<file path="config.mk">
export PLATFORM = sky130hd
export DESIGN_NAME = i2s_tdm_rx
export DESIGN_NICKNAME = d
export VERILOG_FILES = /design/src/rtl/i2s_tdm_rx.sv
export SDC_FILE = /design/constraint.sdc
export NUM_CORES = 1
export LEC_CHECK = 0
export CAP_MARGIN = 0
export CORE_ASPECT_RATIO = 1.4
export CORE_MARGIN = 4
export CORE_UTILIZATION = 66
export DETAILED_ROUTE_END_ITERATION = 16
export GPL_ROUTABILITY_DRIVEN = 0
export PLACE_DENSITY = 0.8
export SETUP_SLACK_MARGIN = 0.15
export SYNTH_ARGS = -nofsm -noshare
export SYNTH_HDL_FRONTEND = slang
export SYNTH_SLANG_ARGS = --single-unit
</file>
<file path="constraint.sdc">
create_clock -name mclki -period 18.8 [get_ports mclki]
set_clock_uncertainty 0.2 [all_clocks]
set_input_delay 3.76 -clock mclki [delete_from_list [all_inputs] [get_ports mclki]]
set_output_delay 3.76 -clock mclki [all_outputs]
set_load 0.05 [all_outputs]
</file>
<file path="src/rtl/i2s_tdm_rx.sv">
// I2S / TDM serial audio receiver: oversampled bclk/lrck/data, slot deserialiser, AXI-stream output FIFO.
// Optional dropped-word counter port o_ovf_cnt is built when I2S_TDM_RX_OVF_CNT_EN is defined.
module i2s_tdm_rx #(
  parameter int DATA_W      = 32,
  parameter int FIFO_DEPTH  = 16,
  parameter int SYNC_STAGES = 2
) (
  input  logic              mclki,
  input  logic              rst,
  input  logic              bclki,
  input  logic              lrcki,
  input  logic              datai,
  input  logic              i_enable,
  input  logic [2:0]        i_tdm_num,
  input  logic              i_word_width,
  input  logic [1:0]        i_valid_word_width,
  input  logic              i_lrck_polarity,
  input  logic              i_lrck_alignment,
  output logic              m_axis_tvalid,
  input  logic              m_axis_tready,
  output logic [DATA_W-1:0] m_axis_tdata,
  output logic [3:0]        m_axis_tid,
  output logic              m_axis_tlast,
  output logic              o_overflow,
  output logic              o_frame_err
`ifdef I2S_TDM_RX_OVF_CNT_EN
  ,
  output logic [15:0]       o_ovf_cnt
`endif
);

  localparam int PTR_W   = $clog2(FIFO_DEPTH);
  localparam int ENTRY_W = DATA_W + 5;
  localparam logic [PTR_W:0] FULL_CNT = (PTR_W + 1)'(FIFO_DEPTH);

  typedef enum logic [1:0] {ST_IDLE, ST_WAIT, ST_RUN} state_t;

  // ---------------------------------------------------------------- synchronisers
  logic [2:0] sync_q [SYNC_STAGES];   // {bclk, lrck, data}
  logic       bclk_s, lrck_s, data_s;
  logic       bclk_prev_q, lrck_prev_q, fs_dly_q;
  logic       bclk_rise, lrck_smp, frame_start, sof;

  always_ff @(posedge mclki) begin
    if (rst) begin
      for (int i = 0; i < SYNC_STAGES; i++) sync_q[i] <= '0;
    end else begin
      sync_q[0] <= {bclki, lrcki, datai};
      for (int i = 1; i < SYNC_STAGES; i++) sync_q[i] <= sync_q[i-1];
    end
  end

  assign bclk_s      = sync_q[SYNC_STAGES-1][2];
  assign lrck_s      = sync_q[SYNC_STAGES-1][1];
  assign data_s      = sync_q[SYNC_STAGES-1][0];
  assign bclk_rise   = bclk_s & ~bclk_prev_q;
  assign lrck_smp    = lrck_s ^ i_lrck_polarity;
  assign frame_start = bclk_rise & lrck_smp & ~lrck_prev_q;
  // In I2S mode slot 0's MSB arrives one bclk after the frame edge.
  assign sof         = bclk_rise & (i_lrck_alignment ? frame_start : fs_dly_q);

  always_ff @(posedge mclki) begin
    if (rst) begin
      bclk_prev_q <= 1'b0;
      lrck_prev_q <= 1'b0;
      fs_dly_q    <= 1'b0;
    end else begin
      bclk_prev_q <= bclk_s;
      if (bclk_rise) begin
        lrck_prev_q <= lrck_smp;
        fs_dly_q    <= frame_start;
      end
    end
  end

  // ---------------------------------------------------------------- FSM
  state_t state_q, state_d;
  logic   capture, in_run;

  always_ff @(posedge mclki) begin
    if (rst) state_q <= ST_IDLE;
    else     state_q <= state_d;
  end

  always_comb begin
    state_d = state_q;
    case (state_q)
      ST_IDLE: if (i_enable) state_d = ST_WAIT;
      ST_WAIT: if (sof) state_d = ST_RUN;
      default: state_d = state_q;
    endcase
    if (!i_enable) state_d = ST_IDLE;
  end

  always_comb begin
    capture = 1'b0;
    in_run  = 1'b0;
    case (state_q)
      ST_WAIT: capture = sof;
      ST_RUN: begin
        capture = bclk_rise;
        in_run  = 1'b1;
      end
      default: ;
    endcase
    if (!i_enable) begin
      capture = 1'b0;
      in_run  = 1'b0;
    end
  end

  // ---------------------------------------------------------------- deserialiser
  logic [4:0]  bit_cnt_q, bit_cnt_d, eff_bit, last_bit;
  logic [3:0]  slot_cnt_q, slot_cnt_d, eff_slot, last_slot;
  logic [31:0] shreg_q, shreg_d, aligned, valid_mask;
  logic        slot_done, frame_err_d;
  logic [ENTRY_W-1:0] push_entry;

  assign last_bit  = i_word_width ? 5'd31 : 5'd15;
  assign last_slot = {i_tdm_num, 1'b1};
  // A frame start always restarts at slot 0 / bit 0, dropping any partial word.
  assign eff_bit   = sof ? 5'd0 : bit_cnt_q;
  assign eff_slot  = sof ? 4'd0 : slot_cnt_q;
  assign shreg_d   = (eff_bit == 5'd0) ? {31'd0, data_s} : {shreg_q[30:0], data_s};
  assign slot_done = capture && (eff_bit == last_bit);
  assign aligned   = i_word_width ? shreg_d : {shreg_d[15:0], 16'd0};

  always_comb begin
    case (i_valid_word_width)
      2'd0:    valid_mask = 32'hFFFF_0000;
      2'd1:    valid_mask = 32'hFFFF_FF00;
      default: valid_mask = 32'hFFFF_FFFF;
    endcase
  end

  assign push_entry  = {(eff_slot == last_slot), eff_slot,
                        DATA_W'(aligned & valid_mask) << (DATA_W - 32)};
  assign frame_err_d = in_run && sof && ((bit_cnt_q != 5'd0) || (slot_cnt_q != 4'd0));

  always_comb begin
    bit_cnt_d  = bit_cnt_q;
    slot_cnt_d = slot_cnt_q;
    if (capture) begin
      if (slot_done) begin
        bit_cnt_d  = 5'd0;
        slot_cnt_d = (eff_slot == last_slot) ? 4'd0 : eff_slot + 4'd1;
      end else begin
        bit_cnt_d  = eff_bit + 5'd1;
        slot_cnt_d = eff_slot;
      end
    end
  end

  always_ff @(posedge mclki) begin
    if (rst || !i_enable) begin
      bit_cnt_q   <= '0;
      slot_cnt_q  <= '0;
      shreg_q     <= '0;
      o_frame_err <= 1'b0;
    end else begin
      bit_cnt_q   <= bit_cnt_d;
      slot_cnt_q  <= slot_cnt_d;
      if (capture) shreg_q <= shreg_d;
      o_frame_err <= frame_err_d;
    end
  end

  // ---------------------------------------------------------------- output FIFO
  logic [ENTRY_W-1:0] mem_q [FIFO_DEPTH];
  logic [PTR_W-1:0]   wr_ptr_q, rd_ptr_q;
  logic [PTR_W:0]     count_q;
  logic               pop, full, wr_en, drop;
  logic [ENTRY_W-1:0] rd_entry;

  assign full  = (count_q == FULL_CNT);
  assign pop   = m_axis_tvalid && m_axis_tready;
  // A pop in the same cycle frees the slot the push needs.
  assign wr_en = slot_done && (!full || pop);
  assign drop  = slot_done && full && !pop;

  always_ff @(posedge mclki) begin
    if (wr_en) mem_q[wr_ptr_q] <= push_entry;
  end

  always_ff @(posedge mclki) begin
    if (rst) begin
      wr_ptr_q <= '0;
      rd_ptr_q <= '0;
      count_q  <= '0;
    end else begin
      if (wr_en) wr_ptr_q <= wr_ptr_q + 1'b1;
      if (pop)   rd_ptr_q <= rd_ptr_q + 1'b1;
      case ({wr_en, pop})
        2'b10:   count_q <= count_q + 1'b1;
        2'b01:   count_q <= count_q - 1'b1;
        default: count_q <= count_q;
      endcase
    end
  end

  assign m_axis_tvalid = (count_q != '0);
  assign rd_entry      = m_axis_tvalid ? mem_q[rd_ptr_q] : '0;
  assign m_axis_tlast  = rd_entry[ENTRY_W-1];
  assign m_axis_tid    = rd_entry[ENTRY_W-2 -: 4];
  assign m_axis_tdata  = rd_entry[DATA_W-1:0];

  always_ff @(posedge mclki) begin
    if (rst || !i_enable) o_overflow <= 1'b0;
    else if (drop)        o_overflow <= 1'b1;
  end

`ifdef I2S_TDM_RX_OVF_CNT_EN
  always_ff @(posedge mclki) begin
    if (rst)                                o_ovf_cnt <= '0;
    else if (drop && (o_ovf_cnt != 16'hFFFF)) o_ovf_cnt <= o_ovf_cnt + 16'd1;
  end
`endif

endmodule

</file>
==> results of run 1 <==
state kept, by name, summed over array words and instances (netlist names), named ones only:
name,flops
mem_q,592
shreg_q,31
sync_q,6
bit_cnt_q,5
count_q,5
rd_ptr_q,4
slot_cnt_q,4
wr_ptr_q,4
state_q,2
bclk_prev_q,1
fs_dly_q,1
lrck_prev_q,1
o_frame_err,1
o_overflow,1
per-layer routing:
metal / vias to the layer above / global-route usage
met3: 102 / 0.0374
met5: - / 0
li1: 5386 / -
met2: 615 / 0.465
met4: 0 / 0.0803
met1: 6769 / 0.360
logic make-up after synthesis:
kind of cell	count (synthesis)
DFF	662
and+or+nand+nor	246
muxes	203
buffers and inverters	81
AOI/OAI and AO/OA	78
adders and majority gates	15
xor gates and xnor gates	13
power by group through the flow:
stage,registers [mW],logic (mW),clock network [mW]
6_report,1.58,0.0136,1.14
5_1_grt,1.58,0.0146,1.21
4_1_cts,1.58,0.0134,1.15
3_5_place_dp,1.61,0.0133,0
3_3_place_gp,1.61,0.0131,0
2_1_floorplan,1.61,0.00729,0
cell usage in the layout, fill, tap and decap left out, drive strengths merged, types with 2 or more instances in the layout:
cell,count
and3,20
or4,2
mux4,185
nor4,3
bufinv,3
o21ai,12
a21oi,51
xnor2,8
inv,13
clkdlybuf4s50,54
nand4,3
clkbuf,75
nor2b,14
mux2i,17
clkinv,25
nand2b,6
dfxtp,70
edfxtp,592
nor2,35
xor2,5
and2,65
and4,2
nor3,6
nand3,39
or3,2
nand2,46
buf,18
ha,14
a21o,2
worst max-delay path by stage:
stage                   endpoint            start  cells after the start  slack [ps]
CTS                 m_axis_tlast             flop                      6       10010
floorplan            mem_q[3][0]  i_lrck_polarity                     11        9910
global route        m_axis_tlast             flop                      6        9880
global placement    mem_q[4][25]  i_lrck_polarity                     11       10540
detailed placement  mem_q[4][27]  i_lrck_polarity                     11       10330
finish              m_axis_tlast             flop                      6       10010
critical path, cell delays in order (launching register included):
cell	delay [ps]
dfxtp_4	520
buf_4	760
buf_4	920
mux4_2	470
mux4_2	540
and2_1	190
clkdlybuf4s50_1	700
area by class of cell:
class	instances	area [µm²]
Clock inverter	31	224
Inverter	11	41.3
Tap cell	522	653
Sequential cell	662	19200
Timing Repair Buffer	72	688
Multi-Input combinational cell	555	6470
Clock buffer	75	1580
Fill cell	2141	9860
==> summary.md, run 1 <==
| Metric | Value |
|---|---|
| GRT overflow | 0 |
| Clock power share | 0.417 |
| Tcrit/Tclk final | 0.467 |
| Main combinational cell family by area after synthesis | multiplexers |
| Cell variety after synth | 52 |
| Setup violations, final | 0 |
| CTS tree | yes |
| Post-Synthesis Cell Area | 26000 µm² |
| Max-slew violations | 0 |
| DRT met1 WL | 20500 µm |
| Kind of critical path | flop to output pin |
| Final worst slack | 10010 ps |
| DRC | 0 |
| Ports | 55 |
| Post-synth EDFFs | 592 |
| DR WL met3 | approximately 3700 µm |
| Post-Route Setup TNS | 0 ps |
| Adder-cell area share of the yosys netlist | 0.00749 |
| Post-Synth Simple-Gate Area | 0.0498 |
| First DRT Iteration DRCs | 1497 |
| Kind of end point of the critical path | output pin |
| Crit path DAT | 4830 ps |
| Combinational share of power | 0.005 |
| Finished layout cell area | 28800 µm² |
| Wire length after detailed routing | 56200 µm |
| Status | completed |
| Sw Ratio | 0.190 |
| Port Buffers | 54 |
| Placed Area | 27000 µm² |
| Fin. Hold Viols | 0 |
| XOR/XNOR share of the synthesized area | 0.00466 |
| Inst Count DP | 1822 |
| Clock transition at path regs | 60 ps |
| Routed Antenna Nets | 0 |
| Share of post-route cells with drive strength above 1 | 0.220 |
| # diodes | 0 |
| Global-route wire length before repair | 85200 µm |
| Worst slew margin | 0.184 |
| Hold Path Cell Cnt | 1 |
| Max frequency | 0.114 GHz |
| Synth top area cells | edfxtp_1 (68%), mux4_2 (16%), dfxtp_1 (5.4%), and2_1 (1.6%), a21oi_1 (0.98%) |
| Post-synthesis mux area share | 0.167 |
| Hold Crit Endpoint | sync_q[0][5] |
| Worst Hold Margin | 238 ps |
| Detailed Routing Iterations Pass 1 | 6 |
| Post-synthesis compound-gate area fraction | 0.0177 |
| Layout Cells excl Fill | 1928 |
| Die W | between 150 and 200 µm |
| Worst VDD drop | slightly above 0.07 mV |
| Leak Pwr | roughly 7.6 nW |
| Max-cap violations | 0 |
| Placeable Area | roughly 39000 µm² |
| Final Total Pwr | 2.73 mW |
| Final nets | 1389 |
| Clock Latency Late Sink | around 600 ps |
| WL met2 | 30300 µm |
| Clk buf depth | 3 |
| Die area | 42700 µm² |
| Top_reg_cell synth | edfxtp_1 |
| Unrepaired setup endpoints after global routing | no |
| Top-area cell type share of the netlist area | 0.683 |
| Largest area contributor in the netlist | edfxtp_1 |
| Total CTS buffers | 57 |
| Count leader, synth | edfxtp_1 |
| Setup crit start kind | flop |
| All-layer global routing usage | 0.268 |
| Synth Instances | 1298 |
| Area grow syn2layout | 10.8% |
| Power per Cell Area | 94.7 nW/µm² |
| Async set-reset flop share out of synthesis | 0 |
| Post-CTS Hold Buffers | 0 |
| CP required | ~15000 ps |
| Seq pwr share | 0.578 |
| Largest net degree at the start of global routing | 113 |
| R2r setup slk | 14160 ps |
| Fin crit period | 8790 ps |
| Worst slew pin tran | 1220 ps |
| Top cells by count, synth | edfxtp_1 (592), mux4_2 (183), dfxtp_1 (70) |
| Max Used Layer | met4 |
| Hpwl dp | 29300 µm |
| Mean Syn Cell Area | approximately 20 µm² |
| Post-CTS sizing | 0 |
| Syn_nets | roughly 1300 |
| Worst Hold Class | flop to flop |
| Drt wl/cell | 29.1 µm |
| Int Power | roughly 2.2 mW |
| H-tree levels | 2 |
| Post-CTS setup buffers | 0 |
| Vias in the first global route | 13400 |
| Die height | about 240 µm |
| Reg2Reg Depth | 10 |
| Clk root buf | clkbuf_16 |
| Initial antenna violation count | 1 |
| Via count | 12900 |
| RR Startpoint | sync_q[0][4] |
| Register area share after synthesis | 0.736 |
| Fin util | 0.745 |
| Site Rows | 85 |
| Starting Density | 0.673 |
| Net Switching | 0.519 mW |
| Vias/cell | 6.68 |
| R2r endpoint | mem_q[4][13] |
| Ys Warns | 0 |
| Seq cells post-synth | about 660 |
| Hold path start | sync_q[0][2] |
| Setup WS pre-CTS | 10330 ps |
| CTS sink cnt | 662 |
| CP max FO | 68 |
No activity file was read; power rests on OpenSTA's default activity.
==> run 2, diff against run 1 <==
--- a/config.mk
+++ b/config.mk
@@ -8,10 +8,10 @@
 export CAP_MARGIN = 0
 export CORE_ASPECT_RATIO = 1.4
 export CORE_MARGIN = 4
-export CORE_UTILIZATION = 66
+export CORE_UTILIZATION = 62
 export DETAILED_ROUTE_END_ITERATION = 16
 export GPL_ROUTABILITY_DRIVEN = 0
-export PLACE_DENSITY = 0.8
+export PLACE_DENSITY = 0.76
 export SETUP_SLACK_MARGIN = 0.15
 export SYNTH_ARGS = -nofsm -noshare
 export SYNTH_HDL_FRONTEND = slang
==> constraint.sdc (replaced) <==
create_clock -name mclki -period 9 [get_ports mclki]
set_clock_uncertainty 0.2 [all_clocks]
set_input_delay 1.8 -clock mclki [delete_from_list [all_inputs] [get_ports mclki]]
set_output_delay 1.8 -clock mclki [all_outputs]
set_load 0.05 [all_outputs]
==> summary.md, run 2 (same netlist as run 1, synthesis figures left out) <==
| Metric | Value |
|---|---|
| Status | completed |
| Clock transition at path regs | 60 ps |
| Vias/cell | 6.49 |
| Clk root buf | clkbuf_16 |
| Routed Antenna Nets | 0 |
| Layout Cells excl Fill | 1948 |
| Most common cell after layout, fill and taps aside | edfxtp_1 |
| Vias in the first global route | approximately 13000 |
| Inst Count DP | 1840 |
| Max-cap violations | 0 |
| Detailed Routing Iterations Pass 1 | 6 |
| Fin. Hold Viols | 0 |
| H-tree levels | 2 |
| Wire length after detailed routing | 54000 µm |
| Port Buffers | 54 |
| Clock Latency Late Sink | 590 ps |
| Power per Cell Area | slightly above 200 nW/µm² |
| Fin util | 0.704 |
| FILL cells | 2531 |
| DRC | 0 |
| Combinational share of power | 0.005 |
| Leak Pwr | 7.70 nW |
| Largest stage delay on the critical path | 710 ps |
| Final Total Pwr | approximately 6 mW |
| Worst path slowest cell | clkdlybuf4s50_1 |
| Worst Hold Margin | 243 ps |
| Largest register FFs | 592 |
| Site Rows | 88 |
| GRT overflow | 0 |
| Post-CTS sizing | 0 |
| Via count | 12600 |
| Share of post-route cells with drive strength above 1 | 0.227 |
| Largest registers | mem_q (592), shreg_q (31), sync_q (6) |
| Finished layout cell area | 29100 µm² |
| Post-Route Setup TNS | 0 ps |
| Unrepaired setup endpoints after global routing | no |
| Tcrit/Tclk final | 0.712 |
| Global-route wire length before repair | roughly 84000 µm |
| Critical path, cell by cell | buf_4, buf_4, mux4_2, mux4_2, and2_1, clkdlybuf4s50_1 |
| Worst Hold Class | flop to flop |
| CTS sink cnt | 662 |
| Ports | 55 |
| Post-CTS setup buffers | 0 |
| Max-slew violations | 0 |
| Worst slew margin | 0.192 |
| CP required | 7000 ps |
| Post-CTS Hold Buffers | 0 |
| Area grow syn2layout | 11.9% |
| Seq pwr share | 0.552 |
| Clock power share | 0.443 |
| Total CTS buffers | 57 |
| Sw Ratio | 0.181 |
| Die W | approximately 180 µm |
| Placeable Area | 41400 µm² |
| CP max FO | 26 |
| Starting Density | 0.629 |
| First DRT Iteration DRCs | 1492 |
| Placed Area | 27100 µm² |
| Fin crit period | about 6400 ps |
| All-layer global routing usage | 0.244 |
| Setup WS pre-CTS | 2650 ps |
| Final nets | 1389 |
| Die height | 251 µm |
| Max frequency | ~0.16 GHz |
| Worst VDD drop | ~0.15 mV |
| # diodes | 0 |
| Final worst slack | ~2600 ps |
| Int Power | roughly 4.9 mW |
| Drt wl/cell | ~28 µm |
| Setup violations, final | 0 |
| Register name with the most flops | mem_q |
| CTS tree | yes |
| Initial antenna violation count | 0 |
| Kind of critical path | flop to output pin |
| Clk buf depth | 3 |
| Die area | 45400 µm² |
| Kind of end point of the critical path | output pin |
| Commonest cells after routing, fill and taps aside | edfxtp_1 (592), mux4_2 (183), dfxtp_1 (66) |
| Setup crit start kind | flop |
| Hpwl dp | 28500 µm |
| Largest net degree at the start of global routing | around 150 |
| Worst slew pin tran | 1210 ps |
| Crit path DAT | about 4400 ps |
| Net Switching | between 1 and 1.5 mW |
-- run 2: cell count changes in the layout (fill, tap and decap cells not counted), sizes merged --
cell      delta
bufinv       +9
clkinv       -7
clkinvlp     +2
clkbuf       -1
inv          -1
-- run 2: power by group through the flow --
stage          logic [mW]  clock network, mW  registers (mW)
6_report           0.0281               2.65            3.30
5_1_grt            0.0306               2.81            3.30
4_1_cts            0.0279               2.68            3.30
3_5_place_dp       0.0278                  0            3.36
3_3_place_gp       0.0273                  0            3.36
2_1_floorplan      0.0152                  0            3.36
-- run 2: final cells by class --
class,count,area (µm²),area share
Clock buffer,74,1580,0.0544
Clock inverter,34,477,0.0164
Inverter,11,41.3,0.00142
Multi-Input combinational cell,555,6470,0.222
Sequential cell,662,19200,0.659
Tap cell,540,676,0.0232
Timing Repair Buffer,72,701,0.0240
-- run 2: worst max-delay path: cells and delay by family, from the launching register on --
kind,cells,cell delay (ps)
buffers and inverters,3,1800
multiplexers,2,1120
flip-flops,1,680
AND/OR/NAND/NOR,1,180
-- run 2: per-layer routing --
layer	up-vias	GRT usage	wire length, µm
li1	5389	-	-
met1	6584	0.320	19600
met2	534	0.429	29400
met3	128	0.0317	3040
met4	0	0.0820	1930
met5	-	0	0
-- run 2: worst paths after layout --
| check | start | to | slack [ps] | cells after the start |
|---|---|---|---|---|
| worst min-delay path | sync_q[0][1] | sync_q[0][4] | 240 | 1 |
| worst min register to register | sync_q[0][1] | sync_q[0][4] | 240 | 1 |
| worst max-delay path | flop | m_axis_tdata[8] | 2590 | 6 |
| worst max register to register | sync_q[0][4] | mem_q[15][28] | 4560 | 10 |
==> run 3, diff against run 2 <==
==> constraint.sdc (replaced) <==
create_clock -name mclki -period 6.4 [get_ports mclki]
set_clock_uncertainty 0.2 [all_clocks]
set_input_delay 1.28 -clock mclki [delete_from_list [all_inputs] [get_ports mclki]]
set_output_delay 1.28 -clock mclki [all_outputs]
set_load 0.05 [all_outputs]
==> summary.md, run 3 (same netlist as run 1, synthesis figures left out) <==
| Metric | Value |
|---|---|
| Starting Density | 0.629 |
| Clock Latency Late Sink | between 500 and 600 ps |
| Drt wl/cell | 28.8 µm |
| Clock transition at path regs | around 60 ps |
| Post-CTS sizing | 0 |
| Setup violations, final | 0 |
| CTS tree | yes |
| Tcrit/Tclk final | 0.850 |
| Sw Ratio | 0.188 |
| Largest registers | mem_q (592), shreg_q (31), sync_q (6) |
| Initial antenna violation count | 1 |
| H-tree levels | 2 |
| Routed Antenna Nets | 0 |
| Inst Count DP | 1867 |
| Unrepaired setup endpoints after global routing | no |
| Die W | 181 µm |
| Post-Route Setup TNS | 0 ps |
| Fin crit period | 5440 ps |
| Final nets | 1415 |
| CP required | 6490 ps |
| FILL cells | 2501 |
| Leak Pwr | 7.71 nW |
| All-layer global routing usage | 0.255 |
| DRC | 0 |
| Post-CTS Hold Buffers | 0 |
| Seq pwr share | 0.585 |
| Detailed Routing Iterations Pass 1 | 5 |
| Worst Hold Class | flop to flop |
| GRT overflow | 0 |
| Fin util | 0.705 |
| First DRT Iteration DRCs | 1514 |
| Largest register FFs | 592 |
| Clk root buf | clkbuf_16 |
| Max-slew violations | 0 |
| Port Buffers | 54 |
| Global-route wire length before repair | 86100 µm |
| Kind of critical path | input pin to flop |
| Most common cell after layout, fill and taps aside | edfxtp_1 |
| Net Switching | 1.49 mW |
| Crit path DAT | 5530 ps |
| Status | completed |
| Power per Cell Area | 271 nW/µm² |
| Site Rows | 88 |
| Post-CTS setup buffers | 0 |
| Combinational share of power | 0.005 |
| Hpwl dp | between 30000 and 40000 µm |
| Setup crit start kind | input pin |
| Register area | 19200 µm² |
| CTS sink cnt | 662 |
| Area occupied by multi-input gates | 6480 µm² |
| Final Total Pwr | between 7 and 8 mW |
| Via count | 12900 |
| Die area | 45400 µm² |
| Max frequency | roughly 0.18 GHz |
| Largest net degree at the start of global routing | 59 |
| Worst slew margin | 0.179 |
| Register name with the most flops | mem_q |
| Clock power share | 0.410 |
| Worst Hold Margin | ~260 ps |
| Area grow syn2layout | 12.1% |
| Kind of end point of the critical path | flop |
| CP max FO | 17 |
| Die height | 251 µm |
| Commonest cells after routing, fill and taps aside | edfxtp_1 (592), mux4_2 (183), dfxtp_1 (66) |
| Placeable Area | roughly 41000 µm² |
| Wire length after detailed routing | 56600 µm |
| Worst slew pin tran | 1220 ps |
| Vias in the first global route | 13200 |
| Ports | 55 |
| Worst VDD drop | 0.206 mV |
| Clk buf depth | 3 |
| # diodes | 0 |
| Share of post-route cells with drive strength above 1 | 0.231 |
| Max-cap violations | 0 |
| Vias/cell | 6.55 |
| Layout Cells excl Fill | roughly 2000 |
| Fin. Hold Viols | 0 |
| Int Power | 6.43 mW |
| Total CTS buffers | 56 |
-- run 3: power groups by stage --
stage | sequential (mW) | clock [mW] | combinational [mW]
6_report | 4.64 | 3.25 | 0.0387
5_1_grt | 4.63 | 3.47 | 0.0421
4_1_cts | 4.64 | 3.29 | 0.0385
3_5_place_dp | 4.73 | 0 | 0.0384
3_3_place_gp | 4.73 | 0 | 0.0375
2_1_floorplan | 4.73 | 0 | 0.0214
-- run 3: metrics by stage --
| stage | area, µm² | worst slack (ps) |
|---|---|---|
| 2_1_floorplan | 26000 | 889 |
| 3_3_place_gp | 27500 | 687 |
| 3_5_place_dp | 27500 | 425 |
| 4_1_cts | 29200 | 977 |
| 5_1_grt | 29200 | 680 |
| 6_report | 29200 | 957 |
-- run 3: area by class of cell --
cell class | count | area share
clock inverter | 26 | 0.00720
tap | 540 | 0.0231
multi-input combinational | 555 | 0.222
timing repair buffer | 99 | 0.0374
sequential | 662 | 0.657
clock buffer | 72 | 0.0518
inverter | 11 | 0.00141
-- run 3: path summary, 6_finish.rpt --
check | slack, ps | end | depth (start not counted) | from
worst max-delay path | 960 | mem_q[1][28] | 12 | i_lrck_polarity
worst min-delay path | 260 | sync_q[0][4] | 1 | sync_q[0][1]
worst max register to register | 1840 | mem_q[1][28] | 11 | sync_q[0][4]
worst min register to register | 260 | sync_q[0][4] | 1 | sync_q[0][1]
-- run 3: metal layers --
layer,share of wire,vias up,GRT usage
li1,-,5436,-
met1,0.39,6729,0.369
met2,0.50,624,0.408
met3,0.088,90,0.0468
met4,0.029,0,0.0744
met5,0,-,0
-- run 3: worst max-delay path: stages --
cell	delay [ps]
clkdlybuf4s50_1	450
xnor2_2	260
o21ba_2	240
nand2b_1	400
and2_1	250
ha_1	210
nand3_1	140
nor2b_1	400
and4_1	400
and2_1	510
and3_2	620
buf_4	340
